**src/rtl/mw_add_pkg.sv**
```systemverilog
// Shared types and width helpers for the multi-word sequential adder.
package mw_add_pkg;

   typedef enum logic [1:0] {IDLE, RUN, DONE} state_t;

   function automatic int total_w(input int word_w, input int num_words);
      return word_w * num_words;
   endfunction

   // Index counter is kept at least 1 bit wide so NUM_WORDS=1 still has a legal vector.
   function automatic int idx_w(input int num_words);
      return (num_words > 1) ? $clog2(num_words) : 1;
   endfunction

endpackage

```
**src/rtl/mw_chunk_add.sv**
```systemverilog
// Combinational WORD_W-bit adder with a Kogge-Stone prefix carry tree.
module mw_chunk_add #(
   parameter int WORD_W = 8
) (
   input  logic [WORD_W-1:0] a,
   input  logic [WORD_W-1:0] b,
   input  logic              cin,
   output logic [WORD_W-1:0] sum,
   output logic              cout
);

   localparam int LVL = $clog2(WORD_W);

   logic [WORD_W-1:0] gk, pk, gn, pn, c;

   always_comb begin
      gk = a & b;
      pk = a ^ b;
      // Folding cin into bit 0's generate makes every prefix include the carry-in.
      gk[0] = (a[0] & b[0]) | ((a[0] ^ b[0]) & cin);
      gn = gk;
      pn = pk;
      for (int l = 0; l < LVL; l++) begin
         gn = gk;
         pn = pk;
         for (int i = (1 << l); i < WORD_W; i++) begin
            gn[i] = gk[i] | (pk[i] & gk[i - (1 << l)]);
            pn[i] = pk[i] & pk[i - (1 << l)];
         end
         gk = gn;
         pk = pn;
      end
      c    = '0;
      c[0] = cin;
      for (int i = 1; i < WORD_W; i++) c[i] = gk[i-1];
      sum  = a ^ b ^ c;
      cout = gk[WORD_W-1];
   end

endmodule

```
**src/rtl/multiword_add_seq.sv**
```systemverilog
// Wide adder that feeds one WORD_W chunk per cycle (LSW first) through mw_chunk_add.
// Optional MW_ADD_SUB_EN adds a sub port for a - b (cout=1 means no borrow).
module multiword_add_seq
   import mw_add_pkg::*;
#(
   parameter  int WORD_W    = 8,
   parameter  int NUM_WORDS = 4,
   localparam int TOTAL_W   = total_w(WORD_W, NUM_WORDS)
) (
   input  logic               clk,
   input  logic               rst,
   input  logic               in_valid,
   output logic               in_ready,
   input  logic [TOTAL_W-1:0] a,
   input  logic [TOTAL_W-1:0] b,
   input  logic               cin,
`ifdef MW_ADD_SUB_EN
   input  logic               sub,
`endif
   output logic               out_valid,
   input  logic               out_ready,
   output logic [TOTAL_W-1:0] sum,
   output logic               cout
);

   localparam int IDX_W = idx_w(NUM_WORDS);
   localparam logic [IDX_W-1:0] LAST = IDX_W'(NUM_WORDS - 1);

   state_t             state;
   logic [IDX_W-1:0]   idx;
   logic               carry;
   logic               sub_r;
   logic               sub_in;
   logic [TOTAL_W-1:0] a_r, b_r;
   logic [WORD_W-1:0]  a_chunk, b_chunk, s_chunk;
   logic               c_chunk;
   logic               accept;

`ifdef MW_ADD_SUB_EN
   assign sub_in = sub;
`else
   assign sub_in = 1'b0;
`endif

   assign in_ready = (state == IDLE) | ((state == DONE) & out_ready);
   assign accept   = in_valid & in_ready;

   assign a_chunk = a_r[int'(idx)*WORD_W +: WORD_W];
   assign b_chunk = sub_r ? ~b_r[int'(idx)*WORD_W +: WORD_W] : b_r[int'(idx)*WORD_W +: WORD_W];

   mw_chunk_add #(.WORD_W(WORD_W)) u_chunk (
      .a    (a_chunk),
      .b    (b_chunk),
      .cin  (carry),
      .sum  (s_chunk),
      .cout (c_chunk)
   );

   always_ff @(posedge clk or posedge rst) begin
      if (rst) begin
         state     <= IDLE;
         idx       <= '0;
         carry     <= 1'b0;
         sub_r     <= 1'b0;
         a_r       <= '0;
         b_r       <= '0;
         sum       <= '0;
         cout      <= 1'b0;
         out_valid <= 1'b0;
      end else if (accept) begin
         // Subtract is a + ~b + 1, so the injected carry replaces cin.
         state     <= RUN;
         idx       <= '0;
         a_r       <= a;
         b_r       <= b;
         sub_r     <= sub_in;
         carry     <= sub_in ? 1'b1 : cin;
         sum       <= '0;
         cout      <= 1'b0;
         out_valid <= 1'b0;
      end else begin
         case (state)
            RUN: begin
               sum[int'(idx)*WORD_W +: WORD_W] <= s_chunk;
               carry <= c_chunk;
               if (idx == LAST) begin
                  cout      <= c_chunk;
                  out_valid <= 1'b1;
                  state     <= DONE;
               end else begin
                  idx <= idx + IDX_W'(1);
               end
            end
            DONE: begin
               if (out_ready) begin
                  out_valid <= 1'b0;
                  state     <= IDLE;
               end
            end
            default: state <= IDLE;
         endcase
      end
   end

endmodule
```
**config.mk**
```make
export PLATFORM = sky130hd
export DESIGN_NAME = multiword_add_seq
export DESIGN_NICKNAME = d
export VERILOG_FILES = /design/src/rtl/mw_add_pkg.sv /design/src/rtl/mw_chunk_add.sv /design/src/rtl/multiword_add_seq.sv
export SDC_FILE = /design/constraint.sdc
export NUM_CORES = 1
export LEC_CHECK = 0
export ABC_AREA = 1
export ABC_CLOCK_PERIOD_IN_PS = 5300
export CAP_MARGIN = 10
export CORE_MARGIN = 5
export CORE_UTILIZATION = 50
export CTS_BUF_LIST = sky130_fd_sc_hd__clkbuf_4
export DETAILED_ROUTE_END_ITERATION = 10
export GPL_TIMING_DRIVEN = 0
export PLACE_DENSITY = 0.9
export SYNTH_ARGS = -nofsm -noshare
export SYNTH_HDL_FRONTEND = slang
export SYNTH_SLANG_ARGS = --single-unit
export TNS_END_PERCENT = 1
```
**constraint.sdc**
```tcl
create_clock -name clk -period 5.3 [get_ports clk]
set_input_delay 1.59 -clock clk [delete_from_list [all_inputs] [get_ports clk]]
set_output_delay 1.59 -clock clk [all_outputs]
set_load 0.02 [all_outputs]
```
== Word-level counts from Yosys, hierarchy flattened ==
Index checks and enable logic that the tools add are counted.

* Bits of input ports: 69
* Output and inout port bits: 35
* Word-level logic and storage cells: 101
* Bits in registers: 103

* Bitwise logic cells: 54
* Reductions and logical operators: 8
* Shift-type cells: 4
* Multiplexer cells: 19
* Add/subtract/negate cells: 2
* Equality and inequality tests: 6

{| class="wikitable"
|+ Operators by type and width
! operator !! number
|-
| $mux 32 || 2
|-
| $shiftx 32x6->8 || 2
|-
| $neg 5->33 || 1
|-
| $shift 8x33->32 const A || 1
|-
| $shiftx 8x33->32 || 1
|-
| $bwmux 32 || 1
|-
| $and 1x1->1 || 31
|-
| $or 1x1->1 || 19
|-
| $xor 8x8->8 || 2
|-
| $mux 2 || 6
|-
| $and 8x8->8 || 1
|-
| $mux 1 || 8
|-
| $ne 3x3->1 const B || 2
|-
| $reduce_and 2->1 || 3
|-
| $eq 2x2->1 const B || 2
|-
| $pmux 2 s2 || 1
|-
| $reduce_bool 2->1 || 2
|-
| $reduce_and 3->1 || 1
|-
| $reduce_bool 3->1 || 1
|-
| $add 2x1->2 const B || 1
|-
| $eq 2x1->1 const B || 1
|-
| $logic_not 2->1 || 1
|-
| $ne 2x2->1 const B || 1
|-
| $pmux 1 s2 || 1
|-
| $xor 1x1->1 || 1
|}

== Logic depth before layout (Yosys ltp) ==
Gate-level depths: netlist of run 1.

* Depth after elaboration: 13
* Gate-level depth with buffers: 17
* Gate-level depth less buffers: 15

== Modules after synthesis ==
From an unflattened synthesis of run 1, not the netlist that was laid out.

* Cell total of the unflattened synthesis: 716
* Area, all modules: 5290.1 um2

{| class="wikitable"
|+ Modules (own cells, without submodules)
! module !! instances !! cells an instance !! area an instance (um2)
|-
| multiword_add_seq || 1 || 649 || 4880.9
|-
| mw_chunk_add || 1 || 67 || 409.1
|}

== Worst setup path before layout of run 1 ==
No wires, ideal clock.

* Path kind: input port to output port
* Start point: input port out_ready
* End point: output port in_ready
* Path buffers: 0
* Data required time: 3710 ps
* Slack: 1920 ps
* Data arrival time: 1790 ps
* Stages on the path: 2
* Path through: nor2_2 -> nor2_4

* Cells in the longest elaborated chain, start to end: 2

{| class="wikitable"
|+ RTL lines
! what !! RTL line !! source
|-
| from (decl) || multiword_add_seq.sv:21 || <nowiki>input logic out_ready,</nowiki>
|-
| $and 1x1->1 || multiword_add_seq.sv:45 || <nowiki>assign in_ready = (state == IDLE) | ((state == DONE) & out_ready);</nowiki>
|-
| $or 1x1->1 || multiword_add_seq.sv:45 ||
|-
| to (decl) || multiword_add_seq.sv:13 || <nowiki>output logic in_ready,</nowiki>
|}

No other way between the ends.

== Worst setup path after layout of run 1 ==
Same ends and word-level chain as after synthesis.

==> run_results.csv, run 1 <==
group,metric,value,unit
floorplan,rows,36,
timing,hold_viol_final,0,
clocking,clock-sinks,103,
timing,slew_violations,0,
power_and_ir_drop,seqPwrFrac,31.1,%
timing,tightest_slew,536.3,ps
clocking,post-cts-setup-buffers,0,
timing,max_slew_margin,64.25,%
final_layout,final_cell_mix,"nand2_1, dfrtp_1, clkdlybuf4s50_1",
final_layout,fillers,849,
power_and_ir_drop,p_total,4.298,mW
floorplan,fp.dieW,110.0,um
timing,setup_viol_count_final,0,
synth,ys_seq_area_share,51.50,%
final_layout,final_nets,828,
worst_setup_path,crit_fanout,2,
worst_setup_path,crit_buf_inv,2,
synth,synth-seq-cells,103,
worst_setup_path,cp_slowest_stage_delay,620,ps
worst_setup_path,cp_cell_sequence,"clkdlybuf4s50_1 > nor2_2 > nor2_4 > clkdlybuf4s50_1",
clocking,ctsLongestPathBuffers,2,
placed_design,dp_hpwl,10080,um
power_and_ir_drop,swShare,49.06,%
routing,wl,12960,um
synth,netlist_area,0.005005,sq mm
power_and_ir_drop,intPower,2.189,mW
global_route,grt.total_usage,22.65,%
worst_setup_path,arrival,2890,ps
power_and_ir_drop,pwr-share-clk,10.3,%
placed_design,preCtsSetupSlack,822.1,ps
synth,yosysWarnings,0,
floorplan,start_util,51.20,%
placed_design,gp_congestion,0.9023,
clocking,cts-root-buf,"clkbuf_4",
synth,synth_cell_type_count,31,
global_route,grt_max_degree,75,
flow_run,cap_violations,0,
worst_setup_path,cp.required,3710,ps
worst_setup_path,cp_top_family,"buffers and inverters",
clocking,cts_tree,"done",
timing,skew,19.98,ps
worst_setup_path,end_kind,"output port",
synth,synth_fp_nets,713,
timing,rsz0062_at_grt,"false",
routing,vias,4483,
timing,setup_ws,822.3,ps
routing,drc,0,
routing,firstDrtPassIters,6,
global_route,antenna_found_initial,0,
clocking,cts_hold_buf,0,
synth,syn_area_per_cell,7.957,sq um
power_and_ir_drop,combPwrFrac,58.6,%
clocking,clk_pin_slew_worst_paths,150,ps
routing,antenna_left,0,
timing,setup_tns,0,ps
routing,drtIter0Drc,224,
synth,synth_cells,629,
global_route,grt_pass1_wl,21270,um
global_route,grt_pass1_vias,4494,
placed_design,placement.io_buffers,103,
floorplan,io_pins,104,
timing,final.min_clock_period,4478,ps
floorplan,fp.dieArea,0.01211,sq mm
routing,viasPerCell,5.083,
worst_setup_path,worstSetupPathType,"in2out",
timing,timing.final.crit_share,84.49,%
timing,hold_slack,498.4,ps
power_and_ir_drop,leakage,3.284,nW
worst_setup_path,path_common_cell,"clkdlybuf4s50_1",
power_and_ir_drop,max-vdd-ir-drop,0.3020,mV
run_status,status,"completed",
floorplan,die_h,110.0,um
power_and_ir_drop,net-switching-power,2.109,mW
global_route,grt.overflow.total,0,
clocking,cts_resized,0,
floorplan,core_area,0.009774,sq mm
final_layout,antenna-diode-count,0,
power_and_ir_drop,p_per_area,672.9,mW/mm^2
routing,wl_per_cell,14.70,um
final_layout,final_common_cell,"nand2_1",
clocking,clk_latency,470,ps
final_layout,area_growth,27.63,%
clocking,cts_made_buffers,9,
clocking,cts_max_level,3,
final_layout,layout-drive-gt1-share,7.477,%
worst_setup_path,crit_slowest_cell,"clkdlybuf4s50_1",
worst_setup_path,critPathLaunchType,"input pin",
min_path,hp-class,"reg2reg",
timing,clock.fmax,0.2233,GHz
-- stage by stage --
step | utilization [%] | cell area, sq um | std cells
6_report | 65.35 | 6387 | 882
5_1_grt | 65.35 | 6387 | 882
4_1_cts | 65.35 | 6387 | 882
3_5_place_dp | 63.76 | 6232 | 866
3_3_place_gp | 63.45 | 6202 | 865
2_1_floorplan | - | 5005 | 629
-- routing by layer --
layer	GRT usage [%]	vias up	share of wire, %
met5	0	-	0
met4	6.411	0	1.5
met3	4.077	16	5.4
met2	39.04	137	51
met1	29.29	2120	43
li1	-	2210	-
-- worst register-to-register path: stages (launching register included) --
cell      delay, ps
dfrtp_1         460
buf_2           180
inv_2           170
clkbuf_1        310
o21ai_0         120
o22ai_1         350
fa_1            270
inv_1            60
fa_1            400
inv_1            90
nand2_1          50
nand2_1          70
and2_2          150
xor2_1          400
nand4_1         150
nand2_1          90
-- sequential cells by signal (all words and copies together), names as in the netlist --
| name | count |
|---|---|
| a_r | 32 |
| b_r | 32 |
| sum | 32 |
| idx | 2 |
| state | 2 |
| carry | 1 |
| cout | 1 |
| out_valid | 1 |
-- path summary, 6_finish.rpt --
kind | cells after the start | end | startpoint | slack [ps]
min reg2reg | 2 | sum[7] | sum[7] | 500
max in group asynchronous | 3 | b_r[6] | rst | 3180
max | 4 | in_ready | out_ready | 820
min in group asynchronous | 2 | sum[27] | rst | 1420
max reg2reg | 15 | sum[28] | idx[0] | 1950
min | 2 | sum[7] | sum[7] | 500
-- kinds of logic (layout without fill, tap and decap cells) --
kind of cell / Yosys count / count (layout) / share of synthesized area (%)
fa+ha+maj: 15 / 15 / 4.050
compound gates: 67 / 67 / 7.450
buf+inv: 66 / 186 / 5.975
xor+xnor: 3 / 3 / 0.5251
flops: 103 / 103 / 51.50
simple gates: 375 / 375 / 30.50
-- power by group through the flow --
| stage | Clock [mW] | Combinational [mW] | Sequential, mW |
|---|---|---|---|
| floorplan | 0 | 1.62 | 1.40 |
| global placement | 0 | 2.42 | 1.34 |
| detailed placement | 0 | 2.49 | 1.35 |
| CTS | 0.449 | 2.51 | 1.33 |
| global route | 0.480 | 2.80 | 1.37 |
| finish | 0.443 | 2.52 | 1.34 |
-- cells in the mapped netlist --
cell type / n / area (sq um)
clkbuf_1: 9 / 33.78
o22ai_1: 16 / 100.1
nor2_1: 36 / 135.1
a22o_1: 2 / 17.52
buf_6: 4 / 45.04
dfrtp_1: 103 / 2577
clkinv_2: 1 / 5.000
or2_2: 1 / 6.260
buf_2: 13 / 65.06
nand2_4: 2 / 22.52
nand3_1: 18 / 90.09
nor2_2: 2 / 12.51
inv_2: 5 / 18.77
fa_1: 2 / 40.04
a21oi_1: 6 / 30.03
and2_2: 1 / 7.510
or2_1: 1 / 6.260
o21ai_0: 35 / 175.2
a32oi_1: 2 / 17.52
nand2_1: 299 / 1122
xnor2_1: 1 / 8.760
o21a_1: 1 / 7.510
nand2_2: 3 / 18.77
nor2_4: 4 / 45.04
ha_1: 13 / 162.7
inv_1: 33 / 123.9
nand4_1: 7 / 43.79
o21ai_1: 5 / 25.02
buf_4: 1 / 7.510
xor2_1: 2 / 17.52
nor3_4: 1 / 16.27
-- final cells by class --
| cell class | instances | area (sq um) | share of cell area [%] |
|---|---|---|---|
| Clock buffer | 9 | 67.56 | 1.058 |
| Inverter | 39 | 150.1 | 2.351 |
| Timing Repair Buffer | 104 | 1059 | 16.57 |
| Buffer | 27 | 151.4 | 2.370 |
| Clock inverter | 7 | 87.58 | 1.371 |
| Sequential cell | 103 | 2577 | 40.35 |
| Multi-Input combinational cell | 460 | 2128 | 33.32 |
| Tap cell | 133 | 166.4 | 2.605 |
Note: power is estimated with default switching activity, not from simulation.
==> inputs of run 2 (changes only) <==
--- a/config.mk
+++ b/config.mk
@@ -6,14 +6,14 @@
 export NUM_CORES = 1
 export LEC_CHECK = 0
 export ABC_AREA = 1
-export ABC_CLOCK_PERIOD_IN_PS = 5300
+export ABC_CLOCK_PERIOD_IN_PS = 4100
 export CAP_MARGIN = 10
 export CORE_MARGIN = 5
-export CORE_UTILIZATION = 50
+export CORE_UTILIZATION = 48
 export CTS_BUF_LIST = sky130_fd_sc_hd__clkbuf_4
 export DETAILED_ROUTE_END_ITERATION = 10
 export GPL_TIMING_DRIVEN = 0
-export PLACE_DENSITY = 0.9
+export PLACE_DENSITY = 0.91
 export SYNTH_ARGS = -nofsm -noshare
 export SYNTH_HDL_FRONTEND = slang
 export SYNTH_SLANG_ARGS = --single-unit
==> constraint.sdc (replaced) <==
create_clock -name clk -period 4.1 [get_ports clk]
set_input_delay 1.23 -clock clk [delete_from_list [all_inputs] [get_ports clk]]
set_output_delay 1.23 -clock clk [all_outputs]
set_load 0.02 [all_outputs]
==> run 2 against run 1 <==
Against the previous run:
- sequential power rose by 31%
- clock power rose by 14%
- highest routed layer unchanged
- critical path depth did not move
- first-iteration DRC count rose by 82%
- largest power group unchanged
- flip-flop and latch count did not move
- cell count rose by 0.45%
- largest cell class unchanged
- die area rose by 3.8%
- hold slack improved by 0.92 ps
- via count rose by 1.2%
- critical path type unchanged
- register-to-register slack got worse by 1100 ps
==> run_results.csv, run 2 (synthesis gave the netlist of run 1 again) <==
group,metric,value,unit
floorplan,fp.dieW,112.1,um
min_path,hold_start,"sum[7]",
floorplan,fp.dieArea,0.01257,sq mm
timing,skew,16.76,ps
timing,max_slew_margin,61.54,%
timing,setup_tns,0,ps
global_route,grt.overflow.total,0,
final_layout,fillers,862,
routing,antenna_left,0,
worst_setup_path,rr_endpoint,"sum[28]",
clocking,clk_latency,470,ps
worst_setup_path,r2r_start,"idx[0]",
timing,timing.final.crit_share,91.69,%
power_and_ir_drop,max-vdd-ir-drop,0.3984,mV
placed_design,postPlaceCellArea,0.006236,sq mm
final_layout,final_cell_mix,"nand2_1, dfrtp_1, clkdlybuf4s50_1",
placed_design,preCtsSetupSlack,339.9,ps
final_layout,final_common_cell,"nand2_1",
timing,hold_viol_final,0,
floorplan,io_pins,104,
final_layout,register_area,0.002577,sq mm
floorplan,rows,37,
worst_setup_path,worstSetupPathType,"in2out",
routing,vias,4536,
final_layout,area_growth,27.25,%
routing,drtIter0Drc,408,
clocking,cts-root-buf,"clkbuf_4",
timing,rsz0062_at_grt,"false",
worst_setup_path,crit_buf_inv,2,
floorplan,die_h,112.1,um
run_status,status,"completed",
worst_setup_path,cp_cell_sequence,"clkdlybuf4s50_1 > nor2_2 > nor2_4 > clkdlybuf4s50_1",
power_and_ir_drop,leakage,3.268,nW
clocking,cts_max_level,3,
routing,wl,12930,um
min_path,whs_path_depth,2,
final_layout,layout-drive-gt1-share,7.477,%
routing,wl_per_cell,14.59,um
worst_setup_path,crit_fanout,2,
timing,setup_ws,340.6,ps
clocking,ctsLongestPathBuffers,2,
clocking,clk_pin_slew_worst_paths,160,ps
power_and_ir_drop,p_per_area,868.1,mW/mm^2
final_layout,final_cell_area,0.006369,sq mm
clocking,clock-sinks,103,
global_route,grt.total_usage,20.67,%
placed_design,dp_hpwl,9827,um
final_layout,multi_input_area,0.002128,sq mm
worst_setup_path,cp_top_family,"buffers and inverters",
floorplan,start_util,48.92,%
clocking,cts_made_buffers,9,
routing,drc,0,
timing,final.min_clock_period,3759,ps
worst_setup_path,cp_slowest_stage_delay,620,ps
worst_setup_path,cp.required,2870,ps
timing,tightest_slew,576.8,ps
final_layout,largestRegisters,"a_r: 32 flops, b_r: 32 flops, sum: 32 flops",
worst_setup_path,crit_slowest_cell,"clkdlybuf4s50_1",
timing,slew_violations,0,
worst_setup_path,reg2reg_slack,810,ps
min_path,worstHoldEndpoint,"sum[7]",
worst_setup_path,path_common_cell,"clkdlybuf4s50_1",
worst_setup_path,arrival,2530,ps
clocking,cts_tree,"done",
timing,setup_viol_count_final,0,
worst_setup_path,reg2reg_depth,15,
global_route,grt_pass1_vias,4455,
worst_setup_path,critPathLaunchType,"input pin",
routing,firstDrtPassIters,8,
final_layout,utilization,62.25,%
global_route,grt_max_degree,61,
timing,clock.fmax,0.2660,GHz
global_route,grt_pass1_wl,20990,um
clocking,cts_resized,0,
min_path,hp-class,"reg2reg",
floorplan,core_area,0.01023,sq mm
final_layout,final_nets,828,
flow_run,cap_violations,0,
clocking,cts_hold_buf,0,
global_route,antenna_found_initial,1,
placed_design,gp_congestion,0.8954,
placed_design,placement.io_buffers,103,
routing,viasPerCell,5.120,
clocking,post-cts-setup-buffers,0,
worst_setup_path,end_kind,"output port",
power_and_ir_drop,p_total,5.529,mW
-- run 2: cell count changes in the layout (fill, tap and decap cells not counted), sizes merged --
cell / previous run / this run
bufinv: 1 / 0
clkinvlp: 0 / 1
diode: 0 / 1
-- run 2: worst max path at each step --
stage / startpoint / to / cells after the start
2_1_floorplan: rst / a_r[0] / 1
3_5_place_dp: out_ready / in_ready / 4
5_1_grt: out_ready / in_ready / 4
4_1_cts: out_ready / in_ready / 4
3_3_place_gp: rst / sum[25] / 2
6_report: out_ready / in_ready / 4
-- run 2: final cells by class --
class                      instances  share of cell area [%]
timing repair buffer             104                   16.62
sequential                       103                   40.47
inverter                          39                   2.358
multi-input combinational        460                   33.42
clock inverter                     7                  0.9823
tap                              136                   2.672
buffer                            27                   2.377
antenna                            1                 0.03929
clock buffer                       9                   1.061
-- run 2: stage by stage --
step                      hold WS (ps)  instances
after floorplan                  443.6        629
after global placement           461.4        868
after detailed placement         465.8        869
after CTS                        503.6        885
after global routing             506.9        886
final                            499.3        886
-- run 2: tightest hold or removal path, delay by kind of cell (launching register included) --
kind          cells  cell delay, ps
simple gates      2             100
flops             1             380
-- run 2: routing by layer --
layer | track usage [%] | share of wire, % | wire, um | up-vias
met4 | 7.933 | 2.5 | 328 | 0
li1 | - | - | - | 2217
met1 | 27.15 | 42 | 5427 | 2116
met3 | 4.151 | 6.2 | 801 | 32
met5 | 0 | 0 | 0 | -
met2 | 33.89 | 49 | 6368 | 171
-- run 2: power breakdown --
group          switching, mW  internal (mW)  total (mW)
Combinational           2.09           1.19        3.28
Sequential             0.296           1.45        1.75
Clock                  0.367          0.138       0.505
Total                   2.75           2.78        5.53
==> inputs of run 3 (changes only) <==
--- a/config.mk
+++ b/config.mk
@@ -9,11 +9,10 @@
 export ABC_CLOCK_PERIOD_IN_PS = 4100
 export CAP_MARGIN = 10
 export CORE_MARGIN = 5
-export CORE_UTILIZATION = 48
-export CTS_BUF_LIST = sky130_fd_sc_hd__clkbuf_4
+export CORE_UTILIZATION = 46
 export DETAILED_ROUTE_END_ITERATION = 10
 export GPL_TIMING_DRIVEN = 0
-export PLACE_DENSITY = 0.91
+export PLACE_DENSITY = 0.88
 export SYNTH_ARGS = -nofsm -noshare
 export SYNTH_HDL_FRONTEND = slang
 export SYNTH_SLANG_ARGS = --single-unit
==> run 3 against run 2 <==
Against the previous run:
- clock skew shrank 4.5 ps
- via count grew 0.44%
- utilization shrank 2.5 points
- first-iteration DRC count shrank 2.2%
- clock power grew 19%
- clock-buffer cell count is the same
- sequential power is essentially flat
- die area grew 4.0%
- highest routed layer unchanged
- non-clock buffer count is the same
- sequential share of layout area shrank 0.32 points
==> run_results.csv, run 3 (synthesis gave the netlist of run 1 again) <==
group,metric,value,unit
run_status,status,"completed",
floorplan,rows,38,
clocking,cts-root-buf,"clkbuf_8",
power_and_ir_drop,p_per_area,876.2,mW/mm^2
worst_setup_path,reg2reg_depth,15,
clocking,cts_tree,"done",
timing,timing.final.crit_share,91.38,%
global_route,grt_max_degree,57,
floorplan,fp.dieArea,0.01307,sq mm
worst_setup_path,cp.depth,4,
flow_run,cap_violations,0,
power_and_ir_drop,max-vdd-ir-drop,0.4734,mV
clocking,clk_latency,370,ps
routing,wl,13270,um
power_and_ir_drop,intPower,2.869,mW
floorplan,start_util,46.58,%
worst_setup_path,cp_slowest_stage_delay,610,ps
timing,setup_ws,353.4,ps
final_layout,final_nets,828,
routing,viasPerCell,5.125,
clocking,post-cts-setup-buffers,0,
placed_design,preCtsSetupSlack,358.2,ps
min_path,hold_start,"sum[9]",
clocking,cts_resized,0,
min_path,worstHoldEndpoint,"sum[9]",
power_and_ir_drop,pwr-share-clk,10.7,%
power_and_ir_drop,swShare,48.99,%
timing,setup_viol_count_final,0,
routing,vias,4556,
worst_setup_path,reg2reg_slack,860,ps
final_layout,antenna-diode-count,0,
routing,antenna_left,0,
timing,clock.fmax,0.2669,GHz
final_layout,largestRegisters,"a_r: 32 flops, b_r: 32 flops, sum: 32 flops",
global_route,antenna_found_initial,0,
placed_design,gp_congestion,0.9207,
worst_setup_path,rr_endpoint,"sum[28]",
power_and_ir_drop,seqPwrFrac,31.3,%
final_layout,layout-drive-gt1-share,7.477,%
worst_setup_path,crit_buf_inv,2,
power_and_ir_drop,net-switching-power,2.756,mW
final_layout,final_cell_mix,"nand2_1, dfrtp_1, clkdlybuf4s50_1",
power_and_ir_drop,leakage,3.285,nW
floorplan,core_area,0.01075,sq mm
clocking,cts_hold_buf,0,
worst_setup_path,crit_fanout,2,
timing,skew,12.25,ps
final_layout,area_growth,28.28,%
routing,wl_per_cell,14.93,um
worst_setup_path,end_kind,"output port",
placed_design,placement.io_buffers,103,
clocking,cts_made_buffers,9,
floorplan,fp.dieW,114.3,um
worst_setup_path,r2r_start,"idx[0]",
routing,firstDrtPassIters,5,
clocking,clk_pin_slew_worst_paths,110,ps
timing,rsz0062_at_grt,"false",
min_path,whs_path_depth,2,
worst_setup_path,cp_cell_sequence,"clkdlybuf4s50_1 > nor2_2 > nor2_4 > clkdlybuf4s50_1",
placed_design,dp_hpwl,10110,um
final_layout,utilization,59.75,%
global_route,grt.overflow.total,0,
timing,final.min_clock_period,3747,ps
worst_setup_path,cp_top_family,"buffers and inverters",
routing,drtIter0Drc,399,
routing,drc,0,
worst_setup_path,worstSetupPathType,"in2out",
final_layout,final_common_cell,"nand2_1",
worst_setup_path,cp.required,2870,ps
worst_setup_path,crit_slowest_cell,"clkdlybuf4s50_1",
worst_setup_path,arrival,2520,ps
worst_setup_path,path_common_cell,"clkdlybuf4s50_1",
timing,slew_violations,0,
floorplan,io_pins,104,
clocking,clock-sinks,103,
global_route,grt.total_usage,21.07,%
power_and_ir_drop,combPwrFrac,58.1,%
timing,hold_slack,493.1,ps
timing,tightest_slew,628.2,ps
clocking,ctsLongestPathBuffers,2,
worst_setup_path,critPathLaunchType,"input pin",
timing,hold_viol_final,0,
floorplan,die_h,114.3,um
clocking,cts_max_level,3,
min_path,hp-class,"reg2reg",
global_route,grt_pass1_vias,4426,
global_route,grt_pass1_wl,21790,um
timing,max_slew_margin,58.12,%
## run 3: cell count changes in the layout (fill, tap and decap cells not counted)
cell        change
clkbuf_8        +9
clkinv_4        -1
clkinv_2        +1
clkinvlp_4      +1
clkbuf_4        -9
diode_2         -1
inv_8           -1
## run 3: power groups by stage
| stage | Clock [mW] | Combinational (mW) | Sequential, mW |
|---|---|---|---|
| finish | 0.602 | 3.27 | 1.76 |
| CTS | 0.608 | 3.25 | 1.75 |
| global placement | 0 | 3.15 | 1.75 |
| global route | 0.654 | 3.64 | 1.80 |
| floorplan | 0 | 2.09 | 1.81 |
| detailed placement | 0 | 3.24 | 1.76 |
## run 3: routing by layer
layer / share of wire [%] / GRT usage (%) / wire, um / vias up
met1: 42 / 28.32 / 5609 / 2140
met5: 0 / 0 / 0 / -
met2: 50 / 35.52 / 6643 / 183
li1: - / - / - / 2210
met3: 5.9 / 3.858 / 781 / 23
met4: 1.8 / 5.146 / 236 / 0
## run 3: worst min-delay path: stages, from the launching register on
cell	delay, ps
dfrtp_1	360
nand2_1	50
o21ai_0	60
## run 3: layout make-up
type | instances | area (sq um)
clock buffers | 9 | 123.9
multi-input cells | 460 | 2128
repair buffers | 104 | 1059
plain buffers | 27 | 151.4
flip-flops and latches | 103 | 2577
clock inverters | 7 | 55.05
well taps | 140 | 175.2
fillers | 969 | 4325
inverters | 39 | 150.1
## run 3: how the worst max path moves through the flow
stage / startpoint / endpoint / slack, ps
after CTS: out_ready / in_ready / 350
after detailed placement: out_ready / in_ready / 360
after floorplan: rst / a_r[0] / 170
after global placement: rst / b_r[8] / -1220
after global routing: out_ready / in_ready / 340
final: out_ready / in_ready / 350
## run 3: through the flow
step | total power [mW] | instances | area [sq um] | setup TNS (ps)
2_1_floorplan | 3.898 | 629 | 5005 | 0
3_3_place_gp | 4.907 | 872 | 6211 | -125100
3_5_place_dp | 4.999 | 873 | 6241 | 0
4_1_cts | 5.612 | 889 | 6420 | 0
5_1_grt | 6.094 | 889 | 6420 | 0
6_report | 5.625 | 889 | 6420 | 0
==> variant 1 (settings of run 2) <==
Change the parameter `NUM_WORDS` from 4 to 2.
--- a/src/rtl/multiword_add_seq.sv
+++ b/src/rtl/multiword_add_seq.sv
@@ -4,7 +4,7 @@
    import mw_add_pkg::*;
 #(
    parameter  int WORD_W    = 8,
-   parameter  int NUM_WORDS = 4,
+   parameter  int NUM_WORDS = 2,
    localparam int TOTAL_W   = total_w(WORD_W, NUM_WORDS)
 ) (
    input  logic               clk,
Ports: changed (resized a, b and sum); port bits go from 104 to 56. No check against the original RTL was run, so the function may have changed too.
==> variant 1 against run 2 <==
Power down 51%. Largest cell class unchanged. Worst setup slack worse by 0.039 ns. Final area down 47%. Routed wire length down 54%. Synthesized area down 47%. Sequential share of layout area down 0.71 points. Global-route usage down 3.5 points. Combinational power down 53%. Sequential cell count down 49. Worst hold slack worse by 0.015 ns.
==> variant 1: results (changes against run 2) <==
----------------------------------------------------
[Outcome]
  Outcome ... completed

[Pwr]
  Total net switching power ... 1.23 mW (-55%)
  Leakage Power ... 1.81 nW (-44%)
  Worst vdd rail ir drop ... 0.376 mV (-5.5%)

[Clock tree]
  Number of buffers inserted during clock tree synthesis ... 5 (-4)
  Later-pin clock latency in the skew report ... 0.38 ns (-0.09 ns)
  Clock transition at path regs ... 0.14 ns (-0.02 ns)
  H-Tree Level Count ... 2 (-1)
  Buffer type at the clock tree root ... clkbuf_4

[Cells and area]
  Number of fill cells ... 483 (-44%)
  Share of layout cells above drive strength 1 ... 7.29% (-0.19 points)
  Layout net count ... 443 (-46%)
  Number of inserted diodes ... 0 (-1)

[Placement]
  Estimated wirelength of the detail-placed design ... 4.61 mm (-53%)
  Routability Congestion ... 0.889 (-0.70%)

[Synth]
  Synth unique cells ... 26 (-16%)
  Syn Nets ... 380 (-47%)
  Commonest cells post-synth ... 178 x nand2_1, 54 x dfrtp_1, 25 x inv_1
  Most area-consuming cells after synthesis ... dfrtp_1 51%, nand2_1 25%, o21ai_0 3.8%
  Sequential fraction of the synthesis area ... 50.9% (-0.60 points)

[Global route]
  Total routing resource utilization after global routing ... 17.2% (-3.5 points)
  Number of global-route vias before repair ... 2172 (-51%)
  Global-route wire length before repair ... 9.92 mm (-53%)
  Antenna violations before repair ... 0 (-1)

[Route]
  Via count normalized by instance count ... 4.84 (-5.5%)
  Wire length reported by the detailed router ... 5.98 mm (-54%)
  First-pass iteration count of the detailed router ... 4 (-4)

----------------------------------------------------
-- variant 1: cell types whose count changed after synthesis, moves of 7 or more --
cell      before  now
dfrtp_1      103   54
nand4_1        7    0
o22ai_1       16    0
inv_1         33   25
o21ai_0       35   20
clkbuf_1       9    2
nand2_1      299  178
nor2_1        36    2
-- variant 1: critical path: stages --
cell             delay, ns
clkdlybuf4s50_1       0.49
inv_1                 0.07
nand2_2               0.08
nand2_1               0.06
inv_1                 0.04
clkdlybuf4s50_1       0.59
-- variant 1: final cells by class --
type,count,share of cell area [%]
repair buffers,56,16.8
clock buffers,6,1.33
flip-flops and latches,54,39.8
plain buffers,9,1.25
clock inverters,2,1.10
multi-input cells,242,33.8
well taps,72,2.65
inverters,29,3.28
-- variant 1: power groups by stage --
stage                     registers, mW  logic (mW)  clock network (mW)
after CTS                         0.866        1.53               0.307
after floorplan                   0.914        1.03                   0
after global placement            0.868        1.48                   0
final                             0.867        1.54               0.300
after detailed placement          0.878        1.52                   0
after global routing              0.891        1.73               0.327
-- variant 1: cells by family (layout without fill, tap and decap cells) --
group           after synthesis  after routing  synth area share, %
compound gates               27             27                 5.80
xor+xnor                      3              3                0.990
fa+ha+maj                     9              9                 4.81
buf+inv                      38            102                 5.80
flops                        54             54                 50.9
simple gates                203            203                 31.7
-- variant 1: path summary, 6_finish.rpt --
path                            slack [ns]       from  cells after the start       end
worst max-delay path                  0.30  out_ready                      6  in_ready
worst min-delay path                  0.48     sum[4]                      2    sum[4]
worst max register to register        1.45        idx                     12      cout
worst min register to register        0.48     sum[4]                      2    sum[4]
max in group asynchronous             2.44        rst                      3    sum[6]
min in group asynchronous             1.13        rst                      2    a_r[4]
-- variant 1: routing by layer --
layer | share of wire (%) | vias to the layer above | GRT usage (%)
met3 | 6.4 | 8 | 3.73
met5 | 0 | - | 0
li1 | - | 1153 | -
met4 | 1.1 | 0 | 3.45
met1 | 43 | 1044 | 22.3
met2 | 50 | 68 | 29.7
-- variant 1: through the flow --
| stage | setup WS [ns] | utilization (%) | power, mW | cells | hold WS [ns] |
|---|---|---|---|---|---|
| 4_1_cts | 0.298 | 62.5 | 2.70 | 470 | 0.491 |
| 3_3_place_gp | 0.310 | 60.6 | 2.34 | 461 | 0.453 |
| 2_1_floorplan | 1.34 | - | 1.94 | 334 | 0.449 |
| 6_report | 0.302 | 62.5 | 2.70 | 470 | 0.484 |
| 3_5_place_dp | 0.301 | 61.0 | 2.40 | 462 | 0.458 |
| 5_1_grt | 0.271 | 62.5 | 2.95 | 470 | 0.508 |
==> variant 2 (flow settings as in run 2) <==
Made on the original files. The 3 states of `state_t` get a one-hot encoding in 3 bits.
--- a/src/rtl/mw_add_pkg.sv
+++ b/src/rtl/mw_add_pkg.sv
@@ -1,7 +1,7 @@
 // Shared types and width helpers for the multi-word sequential adder.
 package mw_add_pkg;
 
-   typedef enum logic [1:0] {IDLE, RUN, DONE} state_t;
+   typedef enum logic [2:0] {IDLE = 3'b001, RUN = 3'b010, DONE = 3'b100} state_t;
 
    function automatic int total_w(input int word_w, input int num_words);
       return word_w * num_words;
Behaviour: no difference found for any inputs over 4 cycles, from zero or initial values and one cycle with rst high; so few cycles prove little.
==> variant 2 against run 2 <==
Global-route usage rose by 0.70 points. Clock power increased by 8.9%. Synthesized area increased by 0.25%. Combinational power fell by 18%. Largest power group unchanged. Sequential cell count rose by 1. Maximum frequency down 1.5%. Power is 12% lower. First-iteration DRC count up 19%. Worst setup slack worse by 0.057 ns. Routed wire length grew 3.1%. Critical path depth unchanged. Final area up 0.41%.
==> variant 2: results (changes against run 2) <==
----------------------------------------------------
[Global route]
  Total routing resource utilization after global routing ... 21.4% (+0.70 points)
  Largest net degree at the start of global routing ... 55 (-9.8%)
  Antenna violations before repair ... 0 (-1)
  Global-route wire length before repair ... 21.9 mm (+4.3%)
  Number of global-route vias before repair ... 4521 (+1.5%)

[Placement]
  Routability Congestion ... 0.904 (+0.93%)
  Post-placement worst setup slack ... 0.272 ns (-0.0682 ns)
  Estimated wirelength of the detail-placed design ... 10.2 mm (+3.5%)

[Worst setup path]
  Startpoint of the worst-slack reg-to-reg timing path ... idx[0]
  Critical Path Slowest Stage Cell ... clkdlybuf4s50_1
  Largest delay share family, worst path ... buffers and inverters
  Number of cells traversed by the worst register-to-register path ... 14 (-1)
  Worst EP arrival ... 2.59 ns (+0.06 ns)
  Largest fanout on the critical path ... 3 (+1)

[Cells and area]
  Final-layout non-clock buffer area share ... 19.0% (-0.019 points)
  Multi-input combinational gate total ... 465 (+1.1%)
  Relative area of clock buffers and inverters in the final design ... 2.29% (+0.25 points)
  Number of inserted diodes ... 0 (-1)
  Area used by multi-input combinational logic ... 0.00214 mm² (+0.65%)
  Share of layout cells above drive strength 1 ... 6.55% (-0.93 points)
  Buffers excl. clock ... 132 (+0.76%)
  Number of fill cells ... 886 (+2.8%)
  Fraction of standard cell area that is sequential ... 40.7% (+0.24 points)
  Layout net count ... 827 (-0.12%)
  Number of logic inverters in the finished layout ... 31 (-21%)

[Route]
  Via count normalized by instance count ... 5.27 (+3.0%)
  Wire length per cell after detailed routing ... 15.1 µm (+3.3%)
  First-pass iteration count of the detailed router ... 5 (-3)
  DRT iter0 DRCs ... 485 (+19%)

[Clock tree]
  Number of clock sinks ... 104 (+0.97%)

[Outcome]
  Outcome ... completed

[Synth]
  Commonest cells post-synth ... 283 x nand2_1, 103 x dfrtp_1, 40 x nor2_1, 40 x o21ai_0, 34 x nand3_1
  Most area-consuming cells after synthesis ... dfrtp_1 51%, nand2_1 21%, o21ai_0 4.0%
  Sequential fraction of the synthesis area ... 51.9% (+0.40 points)
  Synth unique cells ... 29 (-6.5%)
  Syn Nets ... 712 (-0.14%)

[Timing]
  Worst hold slack across all endpoints ... 0.496 ns (-0.00378 ns)
  Relative max-transition margin ... 57.3% (-4.3 points)
  Clk_skew ... 0.0272 ns (+0.0104 ns)

[Hold path]
  Destination of the worst hold path ... b_r[14]
  Launch instance of the worst min-delay path ... b_r[14]

[Pwr]
  Worst vdd rail ir drop ... 0.365 mV (-8.5%)
  Leakage Power ... 3.22 nW (-1.5%)

----------------------------------------------------
## variant 2: per-layer routing
layer	GRT usage (%)	vias up	share of wire, %
li1	-	2239	-
met1	28.3	2132	41
met2	34.1	251	48
met3	5.23	39	8.8
met4	8.33	0	2.8
met5	0	-	0
## variant 2: per-stage QoR
| step | std cells | total power, mW | instance area (µm²) | TNS (ns) |
|---|---|---|---|---|
| after global placement | 867 | 4.23 | 6220 | -124.59 |
| final | 884 | 4.88 | 6390 | 0 |
| after floorplan | 628 | 3.44 | 5020 | 0 |
| after detailed placement | 868 | 4.30 | 6250 | 0 |
| after CTS | 884 | 4.85 | 6390 | 0 |
| after global routing | 884 | 5.29 | 6390 | 0 |
## variant 2: cell families after synthesis
kind of cell               Yosys count  share of synthesized area, %
and+or+nand+nor                    379                          30.7
DFF                                104                          51.9
adders and majority gates           15                          4.04
buffers and inverters               59                          5.41
AOI/OAI and AO/OA                   68                          7.38
xor gates and xnor gates             3                         0.524
## variant 2: how the worst max path moves through the flow
stage                         start       end  slack (ns)  depth (start not counted)
after floorplan                 rst    a_r[0]        0.14                          1
after global routing      out_ready  in_ready        0.20                          4
final                     out_ready  in_ready        0.28                          4
after global placement          rst    b_r[1]       -1.21                          2
after detailed placement  out_ready  in_ready        0.27                          4
after CTS                 out_ready  in_ready        0.27                          4
## variant 2: worst reg2reg max path, delay by kind of cell, from the launching register on
family / cells / cell delay [ns]
buffers and inverters: 4 / 0.79
adder cells (fa/ha/maj): 2 / 0.67
AND/OR/NAND/NOR: 6 / 0.57
flip-flops: 1 / 0.53
XOR/XNOR: 1 / 0.36
AO/OA/AOI/OAI: 1 / 0.31
## variant 2: power by group
part	switching, mW	total, mW	internal, mW
sequential	0.244	1.64	1.39
clock	0.357	0.550	0.193
combinational	1.76	2.70	0.940
